[config.mk]
export PLATFORM = sky130hd
export DESIGN_NAME = fib_phase_counter
export DESIGN_NICKNAME = d
export VERILOG_FILES = /design/src/rtl/fibonacci_pkg.sv /design/src/rtl/fib_phase_counter.sv
export SDC_FILE = /design/constraint.sdc
export NUM_CORES = 1
export LEC_CHECK = 0
export CORE_MARGIN = 2
export CORE_UTILIZATION = 50
export CTS_CLUSTER_DIAMETER = 50
export CTS_CLUSTER_SIZE = 10
export DETAILED_ROUTE_END_ITERATION = 10
export DONT_BUFFER_PORTS = 1
export GPL_ROUTABILITY_DRIVEN = 0
export GPL_TIMING_DRIVEN = 0
export PLACE_DENSITY = 0.7
export SLEW_MARGIN = 20
export SYNTH_ARGS = -nofsm -noshare
export SYNTH_HDL_FRONTEND = slang
export SYNTH_SLANG_ARGS = --single-unit
[constraint.sdc]
create_clock -name clk -period 5.55 [get_ports clk]
set_input_delay 0.8325 -clock clk [delete_from_list [all_inputs] [get_ports clk]]
set_output_delay 0.8325 -clock clk [all_outputs]
set_load 0.005 [all_outputs]
[src/rtl/fibonacci_pkg.sv]
// rtl/fibonacci_pkg.sv - shared types and widths for the Fibonacci generator/checker pair
//
// Purpose: state encoding for the checker FSM, term and counter widths, and a
// saturating increment used by the checker's statistics counters.
// Ports: none (package).

package fibonacci_pkg;

  localparam int FIB_W   = 8;
  localparam int CNT_W   = 16;
  localparam int PHASE_W = 20;

  typedef enum logic [1:0] {
    HUNT0 = 2'd0,
    HUNT1 = 2'd1,
    TRACK = 2'd2
  } fib_state_e;

  // Counters stick at all-ones rather than wrapping back to zero.
  function automatic logic [CNT_W-1:0] sat_inc(input logic [CNT_W-1:0] v);
    return (v == {CNT_W{1'b1}}) ? v : v + 1'b1;
  endfunction

endpackage

[src/rtl/fib_phase_counter.sv]
// rtl/fib_phase_counter.sv - modulo-DECIMATION term phase counter with check/advance strobes
//
// Purpose: tracks the position inside the current term while the checker is
// locked. Loading restarts the count at zero on the clock that lock is taken.
// Ports:
//   clk        system clock, rising edge
//   rst_n      asynchronous active-low reset
//   load       synchronous restart of the phase at zero (priority over en)
//   en         count enable
//   check_stb  high while phase sits at the mid-term check point
//   adv_stb    high while phase sits at the last clock of the term

module fib_phase_counter
  import fibonacci_pkg::*;
#(
  parameter logic [PHASE_W-1:0] DECIMATION = 20'd20
) (
  input  logic clk,
  input  logic rst_n,
  input  logic load,
  input  logic en,
  output logic check_stb,
  output logic adv_stb
);

  localparam logic [PHASE_W-1:0] LAST  = DECIMATION - 20'd1;
  localparam logic [PHASE_W-1:0] CHECK = DECIMATION >> 1;

  logic [PHASE_W-1:0] phase;

  always_ff @(posedge clk or negedge rst_n) begin
    if (!rst_n) begin
      phase <= '0;
    end else if (load) begin
      phase <= '0;
    end else if (en) begin
      phase <= (phase == LAST) ? '0 : phase + 20'd1;
    end
  end

  // Checking mid-term keeps the sample away from term edges, absorbing
  // alignment slip of up to half a term in either direction.
  assign check_stb = en && (phase == CHECK);
  assign adv_stb   = en && (phase == LAST);

endmodule

==> reports/results.ini, run 1 <==
[sta]
worstMarginPinSlew_ps=817
timing.fmax_ghz=0.366
fin_worst_skew_ps=12.0
timing.final.crit_share_pct=49.2
setup_ws_ps=2820
finalSetupTns_ps=0
drv_slew=0
finalSetupViolations=0
hold_viol_final=0
rsz0062_at_grt=no
post-route-min-period_ps=2730
slew_headroom_pct=45.1

[detailed_routing]
num_vias=971
remaining_drc_errors=0
wirelength_um=2570
ant_nets=0
drt_iter0_drc=15
first_pass_iters=4
detail_route.wl_per_cell_um=16.0
via_per_inst=6.03

[yosys]
synth_area_leaders=dfrtp_1 43%, nor2_1 5.8%, xor2_1 4.5%
synthCells=130
synth_area_per_cell_um2=9.00
syn_nets=136
ys_ff_latch=20
yosysTopAreaCell=dfrtp_1
yosysUniqueCellTypes=35
synth_warnings=0
yosysTopAreaCellShare_pct=42.8
yosysSeqAreaShare_pct=42.8
syn_area_um2=1170

[clock_network]
clockBufferDepth=2
clkSinkCount=20
clkTransAtPathRegs_ps=120
post-cts-setup-buffer-count=0
postCtsHoldBufs=0
cts_resized=0
cts_max_level=1
cts_buffers=3
clock_latency_ps=310
cts-root-buf=clkbuf_4
cts_tree=built

[run_status]
status=completed

[floorplan]
coreArea_um2=2210
num_io_pins=6
row_count=17
initial_core_util_pct=52.9
dieWidth_um=52.4
die_h_um=52.4
dieArea_um2=2740

[power_and_ir_drop]
power_switching_uw=55.5
clockPowerShare_pct=30.6
p_per_area_nw_per_um2=188
seq_power_share_pct=64.5
p_int_uw=176
p_leak_uw=0.000489
power_frac_comb_pct=4.9
ir_worst_vdd_uv=113
p_sw_share_pct=24.0

[cells_and_area]
final_common_cell=dfrtp_1
final_cell_mix=20 x dfrtp_1, 18 x nor2_1, 10 x o21ai_0, 9 x nand3_1, 8 x nor4_1
final_nets=141
largestRegisters=phase (20)
antennaDiodeCount=0
drive_above_1_share_pct=8.27
area_delta_synth_final_pct=4.92
nFillCells=218
largest_register_ffs=20
largest_register=phase

[critical_path]
cp_top_family=simple AND/OR/NAND/NOR gates
worstSetupStartpointType=register
cpMaxStageDelayCell=dfrtp_1
worstSetupEndpointType=primary output
critPathMaxStageDelay_ps=370
crit_required_ps=4720
crit_type=reg -> out
crit_buf_inv=1
crit_chain=buf_2, nor4_1, nand4_1, or2_2, nor3_1
arrival_ps=1900
crit_fanout=9

[global_routing]
met1_usage_pct=29.2
grt_overflow_total=0
grt-busiest-layer=met2
antenna_found_initial=0
grt_pass1_wl_um=4470
grt_pass1_vias=974
track_usage_pct=22.5
gr-usage-met2_pct=35.2
grt_start_max_net_pins=21
met3_usage_pct=3.43

[placement]
dp_hpwl_um=1820
io_buffers=0
pre_cts_slack_ps=2960

[job]
maxCapViolCount=0

[hold_path]
hold_class=in -> async

-- final cells by class --
type	instances	area (µm²)	area share, %
clock buffer	3	22.5	1.83
multi-input combinational	101	633	51.6
inverter	5	18.8	1.53
buffer	4	17.5	1.43
sequential	20	500	40.8
tap	28	35.0	2.85
-- Yosys cell counts, drive strengths merged --
master,number
a21bo,1
a21o,1
a21oi,3
a31o,1
a32oi,4
and2,1
and3,2
and4,1
buf,2
clkbuf,2
dfrtp,20
ha,2
inv,5
nand2,7
nand2b,1
nand3,10
nand3b,1
nand4,4
nor2,18
nor3,3
nor4,8
o2111a,1
o2111ai,1
o211a,1
o211ai,1
o21ai,10
o21bai,1
o31ai,2
or2,1
or3,3
or4,1
xnor2,5
xor2,6
-- power by group through the flow --
stage | Sequential (µW) | Combinational (µW) | Clock (µW)
3_5_place_dp | 152 | 11.2 | 0
6_report | 149 | 11.3 | 70.6
4_1_cts | 149 | 11.2 | 71.8
5_1_grt | 150 | 12.8 | 77.6
3_3_place_gp | 152 | 10.6 | 0
2_1_floorplan | 151 | 8.33 | 0
-- path summary, 6_finish.rpt --
kind / from / to / slack, ps / depth (start not counted)
min: rst_n / phase[4] / 200 / 0
min reg2reg: phase[8] / phase[8] / 600 / 2
max in group asynchronous: rst_n / phase[10] / 5270 / 0
max reg2reg: phase[2] / phase[10] / 3270 / 6
max: phase[2] / check_stb / 2820 / 5
min in group clk: phase[8] / phase[8] / 600 / 2
-- metrics by stage --
step | total power, µW | hold slack [ps] | cell area, µm² | std cells | utilization [%]
3_3_place_gp | 162 | 537 | 1200 | 158 | 54.5
6_report | 231 | 196 | 1230 | 161 | 55.5
4_1_cts | 232 | 196 | 1230 | 161 | 55.5
2_1_floorplan | 160 | 506 | 1170 | 130 | -
3_5_place_dp | 163 | 538 | 1200 | 158 | 54.5
5_1_grt | 240 | 182 | 1230 | 161 | 55.5
-- cell families after synthesis --
family          count (synthesis)  share of synthesized area (%)
simple gates                   61                           27.8
compound gates                 27                           15.9
flops                          20                           42.8
xor+xnor                       11                           8.24
buf+inv                         9                           3.10
fa+ha+maj                       2                           2.14
-- routing by layer --
| metal | vias to the layer above | wire (µm) |
|---|---|---|
| li1 | 485 | - |
| met1 | 467 | 1250 |
| met2 | 12 | 1170 |
| met3 | 7 | 76 |
| met4 | 0 | 71 |
| met5 | - | 0 |
-- worst register-to-register path: cells and delay by family (launching register included) --
family,cells,cell delay (ps)
AND/OR/NAND/NOR,3,560
AO/OA/AOI/OAI,1,700
flip-flops,1,370
buffers and inverters,2,520
Note: power is estimated with default switching activity, not from simulation.
==> inputs of run 2 (changes only) <==
--- a/config.mk
+++ b/config.mk
@@ -13,7 +13,7 @@
 export DONT_BUFFER_PORTS = 1
 export GPL_ROUTABILITY_DRIVEN = 0
 export GPL_TIMING_DRIVEN = 0
-export PLACE_DENSITY = 0.7
+export PLACE_DENSITY = 0.73
 export SLEW_MARGIN = 20
 export SYNTH_ARGS = -nofsm -noshare
 export SYNTH_HDL_FRONTEND = slang
==> constraint.sdc (replaced) <==
create_clock -name clk -period 2.34 [get_ports clk]
set_input_delay 0.351 -clock clk [delete_from_list [all_inputs] [get_ports clk]]
set_output_delay 0.351 -clock clk [all_outputs]
set_load 0.005 [all_outputs]
==> run 2 against run 1 <==
  * Cell area grew 2.9%
  * Clock power grew to 2.9 times the previous value
  * Sequential share of layout area shrank 1.1 points
  * Sequential cell count is the same
  * Non-clock buffer count grew 1
  * Power grew to 2.6 times the previous value
  * Setup slack lost 2700 ps
  * Clock-buffer cell count grew 1
  * Critical path type unchanged
==> reports/results.ini, run 2 (synthesis results as in run 1) <==
[critical_path]
r2r-end=phase[6]
crit_required_ps=1990
cp_top_family=simple AND/OR/NAND/NOR gates
regToRegSetupSlack_ps=180
worstSetupEndpointType=primary output
crit_fanout=9
crit_chain=buf_2, nor4_2, nand4_1, or2_2, nor3_2
reg2regPathDepth=6
worstSetupEndpoint=check_stb
r2r_start=phase[2]
worstSetupStartpoint=phase[2]
crit_buf_inv=1
crit_type=reg -> out
worstSetupStartpointType=register
cpMaxStageDelayCell=dfrtp_1
arrival_ps=1840
worst-path-stages=5
critPathMaxStageDelay_ps=370

[global_routing]
grt_pass1_wl_um=4260
grt_pass1_vias=959
grt_overflow_total=0
grt_start_max_net_pins=21
antenna_found_initial=0
track_usage_pct=21.5

[sta]
finalSetupTns_ps=0
drv_slew=0
worstMarginPinSlew_ps=881
slew_headroom_pct=41.1
fin_worst_skew_ps=3.78
finalSetupViolations=0
timing.fmax_ghz=0.456
rsz0062_at_grt=no
hold_viol_final=0
post-route-min-period_ps=2190
timing.final.crit_share_pct=93.7

[placement]
place_area_um2=1200
io_buffers=0
dp_hpwl_um=1770
place_inst=158

[cells_and_area]
final_cells=163
final_nets=142
largestRegisters=phase (20)
final_common_cell=dfrtp_1
fin_area_um2=1260
largest_register_ffs=20
drive_above_1_share_pct=10.4
antennaDiodeCount=0
largest_register=phase
fin_util_pct=57.1
final_cell_mix=20 x dfrtp_1, 18 x nor2_1, 10 x o21ai_0, 9 x nand3_1
area_delta_synth_final_pct=7.91

[detailed_routing]
drt_iter0_drc=32
remaining_drc_errors=0
via_per_inst=6.18
wirelength_um=2480
detail_route.wl_per_cell_um=15.2
first_pass_iters=4
num_vias=1007
ant_nets=0

[power_and_ir_drop]
p_per_area_nw_per_um2=468
p_leak_uw=0.000504
ir_worst_vdd_uv=329

[floorplan]
row_count=17
dieWidth_um=52.4
coreArea_um2=2210
dieArea_um2=2740
initial_core_util_pct=52.9
num_io_pins=6
die_h_um=52.4

[clock_network]
clkTransAtPathRegs_ps=110
cts_buffers=3
cts_max_level=1
clockBufferDepth=2
clkSinkCount=20
cts-root-buf=clkbuf_4
cts_tree=built
clock_latency_ps=310

[hold_path]
hold_class=in -> async

[run_status]
status=completed

[job]
maxCapViolCount=0

[run 2: cell count changes in the layout (fill, tap and decap cells not counted)]
cell / previous run / this run
nor3_2: 0 / 1
dlygate4sd3_1: 0 / 1
nor4_1: 8 / 7
nor3_1: 3 / 2
clkbuf_8: 0 / 1
nor4_2: 0 / 1
[run 2: what timing repair did]
item                                    in CTS  in global routing
gates resized for setup                      0                  2
endpoints found under the setup margin       0                 11
hold endpoints to repair                    20                  0
setup buffers                                0                  0
hold buffers                                 1                  0
[run 2: routing by layer]
metal / wire [µm] / vias up / global-route usage, %
met5: 0 / - / 0
met1: 1150 / 485 / 29.0
met3: 119 / 5 / 3.43
li1: - / 492 / -
met2: 1160 / 25 / 33.3
met4: 46 / 0 / 10.7
[run 2: through the flow]
step	total power [µW]	worst slack, ps	hold slack, ps
6_report	591	148	592
5_1_grt	619	3.40	633
4_1_cts	596	54.8	593
3_5_place_dp	386	132	55.8
3_3_place_gp	385	169	55.8
2_1_floorplan	379	591	55.4
[run 2: worst register-to-register path, stage by stage, from the launching register on]
cell and delay (ps):
dfrtp_1 370, buf_2 170, nor4_2 310, nand4_1 180, o31ai_1 610, buf_2 340, nor2_1 80
[run 2: area by class of cell]
| type | count | area (µm²) |
|---|---|---|
| Buffer | 4 | 17.5 |
| Tap cell | 28 | 35.0 |
| Timing Repair Buffer | 1 | 10.0 |
| Fill cell | 211 | 950 |
| Multi-Input combinational cell | 101 | 644 |
| Clock buffer | 4 | 36.3 |
| Inverter | 5 | 18.8 |
| Sequential cell | 20 | 500 |
[run 2: worst min-delay path by stage]
| stage | end | depth (start not counted) | start | slack (ps) |
|---|---|---|---|---|
| finish | phase[16] | 1 | rst_n | 590 |
| global route | phase[8] | 2 | phase[8] | 630 |
| CTS | phase[18] | 2 | phase[18] | 590 |
| detailed placement | phase[0] | 0 | rst_n | 60 |
| global placement | phase[0] | 0 | rst_n | 60 |
| floorplan | phase[0] | 0 | rst_n | 60 |
[run 2: power breakdown]
part	internal, µW	switching, µW	total, µW
clock network	95.2	109	204
registers	348	4.83	353
logic	8.99	25.3	34.3
total	453	139	591
==> inputs of run 3 (changes only) <==
--- a/config.mk
+++ b/config.mk
@@ -5,15 +5,18 @@
 export SDC_FILE = /design/constraint.sdc
 export NUM_CORES = 1
 export LEC_CHECK = 0
+export ABC_AREA = 1
+export CELL_PAD_IN_SITES_DETAIL_PLACEMENT = 0
+export CELL_PAD_IN_SITES_GLOBAL_PLACEMENT = 1
 export CORE_MARGIN = 2
-export CORE_UTILIZATION = 50
+export CORE_UTILIZATION = 31
 export CTS_CLUSTER_DIAMETER = 50
 export CTS_CLUSTER_SIZE = 10
 export DETAILED_ROUTE_END_ITERATION = 10
 export DONT_BUFFER_PORTS = 1
 export GPL_ROUTABILITY_DRIVEN = 0
 export GPL_TIMING_DRIVEN = 0
-export PLACE_DENSITY = 0.73
+export PLACE_DENSITY = 0.65
 export SLEW_MARGIN = 20
 export SYNTH_ARGS = -nofsm -noshare
 export SYNTH_HDL_FRONTEND = slang
==> run 3 against run 2 <==
  * Clock skew is essentially flat
  * Sequential share of layout area shrank 5.6 points
  * Register-to-register slack gained 530 ps
  * Area after synthesis grew 15%
  * Setup slack gained 380 ps
  * Largest cell class unchanged
==> reports/results.ini, run 3 <==
[yosys]
yosysTopAreaCell=dfrtp_1
yosysSeqAreaShare_pct=37.2
synth_warnings=0
syn_area_um2=1340
syn_nets=207
ys_ff_latch=20
async_flop_share_pct=100
yosysTopAreaCellShare_pct=37.2
synth_area_leaders=dfrtp_1 37%, nand2_1 18%, nor2_1 10%
synth_edf_count=0
synthTopCellsByCount=63 x nand2_1, 36 x nor2_1, 23 x inv_1
yosysMostFrequentCell=nand2_1
synth_flop_cell=dfrtp_1
synthCells=201
yosysUniqueCellTypes=21
synth_area_per_cell_um2=6.69

[cells_and_area]
drive_above_1_share_pct=11.7
largest_register=phase
final_nets=213
final_cell_mix=63 x nand2_1, 36 x nor2_1, 23 x inv_1, 20 x dfrtp_1, 16 x nand3_1
antennaDiodeCount=0
fin_area_um2=1470
largestRegisters=phase (20)
final_common_cell=nand2_1
fin_util_pct=36.0
area_delta_synth_final_pct=9.50
largest_register_ffs=20

[detailed_routing]
first_pass_iters=4
via_per_inst=4.68
detail_route.wl_per_cell_um=12.3
num_vias=1199
wirelength_um=3160
remaining_drc_errors=0
ant_nets=0
drt_iter0_drc=47

[sta]
rsz0062_at_grt=no
post-route-min-period_ps=1810
worstMarginPinSlew_ps=976
slew_headroom_pct=34.7
drv_slew=0
setup_ws_ps=530
finalSetupViolations=0
hold_ws_ps=301
finalSetupTns_ps=0
hold_viol_final=0
timing.fmax_ghz=0.552
timing.final.crit_share_pct=77.4
fin_worst_skew_ps=3.47

[global_routing]
antenna_found_initial=0
met3_usage_pct=2.76
grt-busiest-layer=met2
grt_pass1_vias=1160
grt_overflow_total=0
gr-usage-met2_pct=23.2
met1_usage_pct=18.1
grt_start_max_net_pins=21
track_usage_pct=13.9
grt_pass1_wl_um=5410

[clock_network]
clkSinkCount=20
cts_max_level=1
clockBufferDepth=2
cts_buffers=3
post-cts-setup-buffer-count=0
clkTransAtPathRegs_ps=80
cts-root-buf=clkbuf_8
clock_latency_ps=260
cts_tree=built

[floorplan]
dieArea_um2=4880
dieWidth_um=69.8
row_count=23
num_io_pins=6
die_h_um=69.8
initial_core_util_pct=32.9
coreArea_um2=4090

[critical_path]
arrival_ps=1460
worstSetupStartpointType=register
worstSetupEndpointType=primary output
crit_required_ps=1990
crit_fanout=4
crit_type=reg -> out

[power_and_ir_drop]
ir_worst_vdd_uv=225
p_leak_uw=0.000707
p_per_area_nw_per_um2=489

[placement]
place_area_um2=1410
pre_cts_slack_ps=687
io_buffers=0
dp_hpwl_um=2370

[job]
maxCapViolCount=0

[run_status]
status=completed

[hold_path]
hold_class=in -> reg

==> run 3: power breakdown <==
group          leakage [µW]  total, µW  internal (µW)  switching [µW]
Combinational      0.000401       70.2           23.8            46.4
Sequential         0.000277        377            360            17.6
Clock             0.0000288        272            150             122
Total              0.000707        720            533             186
==> run 3: worst paths after layout <==
check	slack, ps	startpoint	cells after the start	to
min	300	load	3	phase[0]
min reg2reg	510	phase[19]	2	phase[19]
min in group asynchronous	690	rst_n	1	phase[13]
max in group asynchronous	1050	rst_n	1	phase[16]
max	530	phase[1]	5	adv_stb
max reg2reg	710	phase[1]	7	phase[12]
==> run 3: worst max-delay path, stage by stage, from the launching register on <==
cell and delay, ps:
dfrtp_1 420, ha_1 230, nand2_1 80, nor2_2 140
nand4_2 170, nor2_1 160
==> run 3: repair_timing <==
action / 4_1_cts / 5_1_grt
hold endpoints to repair: 20 / 0
hold buffers: 1 / 0
resized for setup: 0 / 0
==> run 3: layout make-up <==
| class | instances | area, µm² |
|---|---|---|
| buffer | 2 | 16.3 |
| clock buffer | 4 | 55.1 |
| fill | 464 | 2620 |
| inverter | 25 | 93.8 |
| multi-input combinational | 154 | 733 |
| sequential | 20 | 500 |
| tap | 50 | 62.6 |
| timing repair buffer | 1 | 10.0 |
==> run 3: through the flow <==
step           total power, µW  std cells
2_1_floorplan              430        201
4_1_cts                    732        256
3_3_place_gp               444        251
3_5_place_dp               448        251
5_1_grt                    764        256
6_report                   720        256
==> run 3: cells by family after synthesis <==
group | Yosys count | synth area share [%]
AO/OA/AOI/OAI | 7 | 3.44
XOR/XNOR | 6 | 3.91
adder cells (fa/ha/maj) | 2 | 1.86
buffers and inverters | 27 | 8.19
flip-flops | 20 | 37.2
AND/OR/NAND/NOR | 139 | 45.3
==> run 3: layer usage <==
metal	vias up	part of all wire, %
li1	632	-
met1	546	49
met2	19	47
met3	2	3.5
met4	0	0.54
met5	-	0
